<file path="config.mk">
export PLATFORM = sky130hd
export DESIGN_NAME = instruction_fetch
export DESIGN_NICKNAME = d
export VERILOG_FILES = /design/src/rtl/instruction_fetch.sv
export SDC_FILE = /design/constraint.sdc
export NUM_CORES = 1
export LEC_CHECK = 0
export BUFFER_PORTS_ARGS = -buffer_cell sky130_fd_sc_hd__buf_2
export CAP_MARGIN = 10
export CORE_UTILIZATION = 54
export CTS_BUF_LIST = sky130_fd_sc_hd__clkbuf_2
export DETAILED_ROUTE_END_ITERATION = 6
export PLACE_DENSITY = 0.95
export SYNTH_ARGS = -nofsm -noshare
export SYNTH_HDL_FRONTEND = slang
export SYNTH_SLANG_ARGS = --single-unit
</file>
<file path="constraint.sdc">
create_clock -name clk -period 4 [get_ports clk]
set_clock_uncertainty 0.05 [all_clocks]
set_input_delay 0.8 -clock clk [delete_from_list [all_inputs] [get_ports clk]]
set_output_delay 0.8 -clock clk [all_outputs]
set_load 0.01 [all_outputs]
</file>
<file path="src/rtl/instruction_fetch.sv">
// ============================================================================
// Module   : instruction_fetch
// Brief    : Fetch stage. Owns the PC, fetches one word over req/gnt/rvalid,
//            holds it until the core retires it, then advances the PC.
// Revision : 1.0 - initial release
// ============================================================================
`default_nettype none

module instruction_fetch #(
  parameter int              XLEN     = 32,
  parameter logic [XLEN-1:0] RESET_PC = '0
) (
  input  logic            clk,
  input  logic            rst_n,
  // instruction memory
  output logic            o_imem_req,
  output logic [XLEN-1:0] o_imem_addr,
  input  logic            i_imem_gnt,
  input  logic            i_imem_rvalid,
  input  logic [31:0]     i_imem_rdata,
  // core feedback
  input  logic            i_exec_done,
  input  logic            i_branch_taken,
  input  logic [XLEN-1:0] i_branch_target,
  // presented instruction
  output logic            o_instr_valid,
  output logic [31:0]     o_instr,
  output logic [6:0]      o_opcode,
  output logic [XLEN-1:0] o_pc,
  output logic [31:0]     o_instret,
  output logic            o_fetch_err
);

  typedef enum logic [2:0] {
    S_IDLE  = 3'd0,
    S_REQ   = 3'd1,
    S_WAIT  = 3'd2,
    S_ISSUE = 3'd3,
    S_ERR   = 3'd4
  } state_t;

  localparam logic [XLEN-1:0] c_PC_STEP = XLEN'(4);

  if (RESET_PC[1:0] != 2'b00) begin : g_reset_pc_check
    $error("instruction_fetch: RESET_PC must be 4-byte aligned");
  end

  state_t          r_state;
  state_t          w_next_state;
  logic [XLEN-1:0] r_pc;
  logic [31:0]     r_instr;
  logic [31:0]     r_instret;
  logic [XLEN-1:0] w_npc;
  logic            w_retire;
  logic            w_latch;

  assign w_npc    = i_branch_taken ? i_branch_target : (r_pc + c_PC_STEP);
  assign w_retire = (r_state == S_ISSUE) && i_exec_done;
  // Only WAIT consumes rvalid, so stale beats after a reset are dropped.
  assign w_latch  = (r_state == S_WAIT) && i_imem_rvalid;

  always_ff @(posedge clk or negedge rst_n) begin
    if (!rst_n) begin
      r_state <= S_IDLE;
    end else begin
      r_state <= w_next_state;
    end
  end

  always_comb begin
    w_next_state = r_state;
    case (r_state)
      S_IDLE:  w_next_state = S_REQ;
      S_REQ:   if (i_imem_gnt) w_next_state = S_WAIT;
      S_WAIT:  if (i_imem_rvalid) w_next_state = S_ISSUE;
      S_ISSUE: begin
        if (i_exec_done) begin
          w_next_state = (w_npc[1:0] == 2'b00) ? S_REQ : S_ERR;
        end
      end
      S_ERR:   w_next_state = S_ERR;
      default: w_next_state = S_IDLE;
    endcase
  end

  always_ff @(posedge clk or negedge rst_n) begin
    if (!rst_n) begin
      r_pc      <= RESET_PC;
      r_instr   <= 32'd0;
      r_instret <= 32'd0;
    end else begin
      if (w_latch) begin
        r_instr <= i_imem_rdata;
      end
      if (w_retire) begin
        r_pc      <= w_npc;
        r_instret <= r_instret + 32'd1;
      end
    end
  end

  // All outputs decode from registered state only.
  assign o_imem_req    = (r_state == S_REQ);
  assign o_imem_addr   = r_pc;
  assign o_instr_valid = (r_state == S_ISSUE);
  assign o_instr       = r_instr;
  assign o_opcode      = o_instr_valid ? r_instr[6:0] : 7'd0;
  assign o_pc          = r_pc;
  assign o_instret     = r_instret;
  assign o_fetch_err   = (r_state == S_ERR);

endmodule

`default_nettype wire

</file>
==> metrics.yaml <==
h-tree-depth: 3
dpl_worst_slack_ns: 1.08
crit_start: "r_state[0]"
gr-total-overflow: 0
finalInstanceArea_sq_mm: 0.00617
regToRegSetupSlack_ns: 1.66
power.ir.vdd_worst_v: 0.000377
post_cts.repair.setup_buffers: 0
synthDominantCellAreaShare: 0.479
post_synth_inst_count: 501
largest_net_degree_at_the_start_of_global_routing: 75
yosys.cell_count.top_type: "sky130_fd_sc_hd__dfrtp_1"
grt_antenna_before_repair: 0
async_reset_ff_frac: 1.00
vias_per_cell: 5.66
power.density_cell_area_mw_per_mm2: 593
timing.final.setup_violations: 0
clock_sink_count: 99
buffer_ports.inserted: 207
antenna_left: 0
max_clock_freq_mhz: 338
design.core.area_sq_mm: 0.00924
mappedNetlistNets: 573
vias: 4534
regToRegEndpoint: "o_imem_addr[24]"
synth_edf_count: 0
synth_flop_cell: "sky130_fd_sc_hd__dfrtp_1"
cts.repair.resized: 0
hold_path_class: "in -> async"
area_of_the_die_sq_mm: 0.00998
clock_tree_from_tritoncts: "done"
buffer_levels_on_the_longest_clock_path: 2
synth_commonest_cells: "sky130_fd_sc_hd__dfrtp_1, sky130_fd_sc_hd__nand2_1, sky130_fd_sc_hd__buf_4, sky130_fd_sc_hd__nand3_1, sky130_fd_sc_hd__mux2_2"
critPathKind: "reg -> out"
grt_pass1_wl_um: 21200
residual_drc: 0
clk_transition_reported_paths_ns: 0.33
yosysWarningCount: 0
ctsRootBufferMaster: "sky130_fd_sc_hd__clkbuf_2"
initial_core_util: 0.560
ranking_of_synthesized_cells_by_area: "sky130_fd_sc_hd__dfrtp_1, sky130_fd_sc_hd__mux2_2, sky130_fd_sc_hd__buf_4"
fin_crit_ns: 2.96
ys_seq_elements: 99
timing_max_transition_violations_final: 0
cts_made_buffers: 9
syn2layout_area_growth_pct: 19.3
die_y_um: 99.9
final_core_utilization: 0.668
number_of_antenna_repair_diodes: 0
yosysSeqAreaShare: 0.479
total_power_w: 0.00366
placement.cell_area_sq_mm: 0.00606
outcome: "complete, no violations"
startpoint_type: "flop"
netlist-cell-type-count: 54
cellLeakagePower_nw: 3.06
grt_usage: 0.271
final-seq-area_sq_mm: 0.00248
detail_route.wl_per_cell_um: 16.4
grt_pass1_vias: 4334
critical_path_arrival_ns: 2.11
critical_path_peak_fanout: 11
dr.pass1.iters: 7
max_slew.worst_pin.slew_ns: 0.934
netlist.top_cell.by_area: "sky130_fd_sc_hd__dfrtp_1"
postCtsHoldBufs: 0
timing.setup.tns_ns: 0
nNetsFinal: 739
multi_input_area_sq_mm: 0.00233
worst_r2r_path_depth: 6
netlist_area_sq_mm: 0.00517
timing.final.hold_violations: 0
required_time_at_the_worst_slack_endpoint_ns: 3.15
min_period_over_period: 0.739
setup.worst_path.end_class: "output port"
num_rows: 35
routed_wl_um: 13100
fillers: 752
fin_ws_ns: 1.04
critical_path.reg2reg.startpoint: "r_state[0]"
floorplan.die.width_um: 99.9
worst_slew_margin: 0.377
clk-insertion-delay-late_ns: 0.61
rsz0062_at_grt: "no"
place.detailed.hpwl_um: 9600
placer_s_final_routability_congestion_estimate: 0.839
drt_iter0_markers: 220
synth.avg_cell_area_sq_um: 10.3
cap_violations: 0
top_level_ports: 208
fraction_of_layout_cells_with_a_size_suffix_above_1: 0.414
-- sequential cells by signal (all words and copies together) (netlist names) --
name,count
o_imem_addr,32
o_instr,32
o_instret,32
r_state,3
-- layout make-up --
type                       instances  area share
sequential                        99       0.401
multi-input combinational        340       0.378
tap                              129      0.0261
clock inverter                     7      0.0109
timing repair buffer             211       0.173
clock buffer                       9     0.00729
inverter                           6     0.00365
-- cell usage in the layout, fill, tap and decap left out, types with 3 or more instances in the layout --
cell	instances
sky130_fd_sc_hd__xor2_1	7
sky130_fd_sc_hd__nor2_1	23
sky130_fd_sc_hd__o22ai_1	13
sky130_fd_sc_hd__or3_1	3
sky130_fd_sc_hd__nand4_1	14
sky130_fd_sc_hd__nor3_1	15
sky130_fd_sc_hd__nand2_1	48
sky130_fd_sc_hd__and3_1	6
sky130_fd_sc_hd__inv_1	5
sky130_fd_sc_hd__nor4_1	8
sky130_fd_sc_hd__nor4_4	4
sky130_fd_sc_hd__xnor2_1	24
sky130_fd_sc_hd__dfrtp_1	99
sky130_fd_sc_hd__nand3_1	33
sky130_fd_sc_hd__a31oi_1	7
sky130_fd_sc_hd__buf_4	5
sky130_fd_sc_hd__and4_1	6
sky130_fd_sc_hd__mux2_2	32
sky130_fd_sc_hd__a21oi_1	30
sky130_fd_sc_hd__o21ai_0	13
sky130_fd_sc_hd__and2_1	8
sky130_fd_sc_hd__clkbuf_2	9
sky130_fd_sc_hd__inv_6	3
sky130_fd_sc_hd__a22oi_1	4
sky130_fd_sc_hd__buf_2	206
sky130_fd_sc_hd__mux2i_1	7
-- routing by layer --
layer	up-vias	routed length, um	global-route usage
met5	-	0	0
met4	0	415	0.110
met3	35	1010	0.0669
met2	225	6260	0.427
met1	2154	5410	0.360
li1	2120	-	-
-- kinds of logic (layout without fill, tap and decap cells) --
kind of cell,after synthesis,in the layout,share of synthesized area
muxes,39,39,0.0832
DFF,99,99,0.479
buffers and inverters,62,233,0.0723
xor gates and xnor gates,31,31,0.0525
AOI/OAI and AO/OA,80,80,0.0938
adders and majority gates,2,2,0.00483
and+or+nand+nor,188,188,0.215
-- per-stage QoR --
| step | hold WS (ns) | std cells |
|---|---|---|
| 2_1_floorplan | 0.454 | 501 |
| 3_3_place_gp | 0.405 | 785 |
| 3_5_place_dp | 0.423 | 785 |
| 4_1_cts | 0.233 | 801 |
| 5_1_grt | 0.239 | 801 |
| 6_report | 0.194 | 801 |
-- worst max-delay path: stages, from the launching register on --
cell	delay (ns)
sky130_fd_sc_hd__dfrtp_1	0.66
sky130_fd_sc_hd__nand2_1	0.09
sky130_fd_sc_hd__nor2_1	0.47
sky130_fd_sc_hd__and2_1	0.21
sky130_fd_sc_hd__buf_2	0.13
-- worst max path at each step --
stage,endpoint,slack [ns]
CTS,o_opcode[1],0.98
detailed placement,o_imem_addr[6],1.08
finish,o_opcode[1],1.04
global placement,o_imem_addr[9],1.19
floorplan,o_instret[29],2.01
global route,o_opcode[1],0.82
-- power breakdown --
group,switching (W),internal (W)
sequential,0.000395,0.00131
combinational,0.000784,0.000701
clock,0.000374,0.000100
No activity file was read; power rests on OpenSTA's default activity.
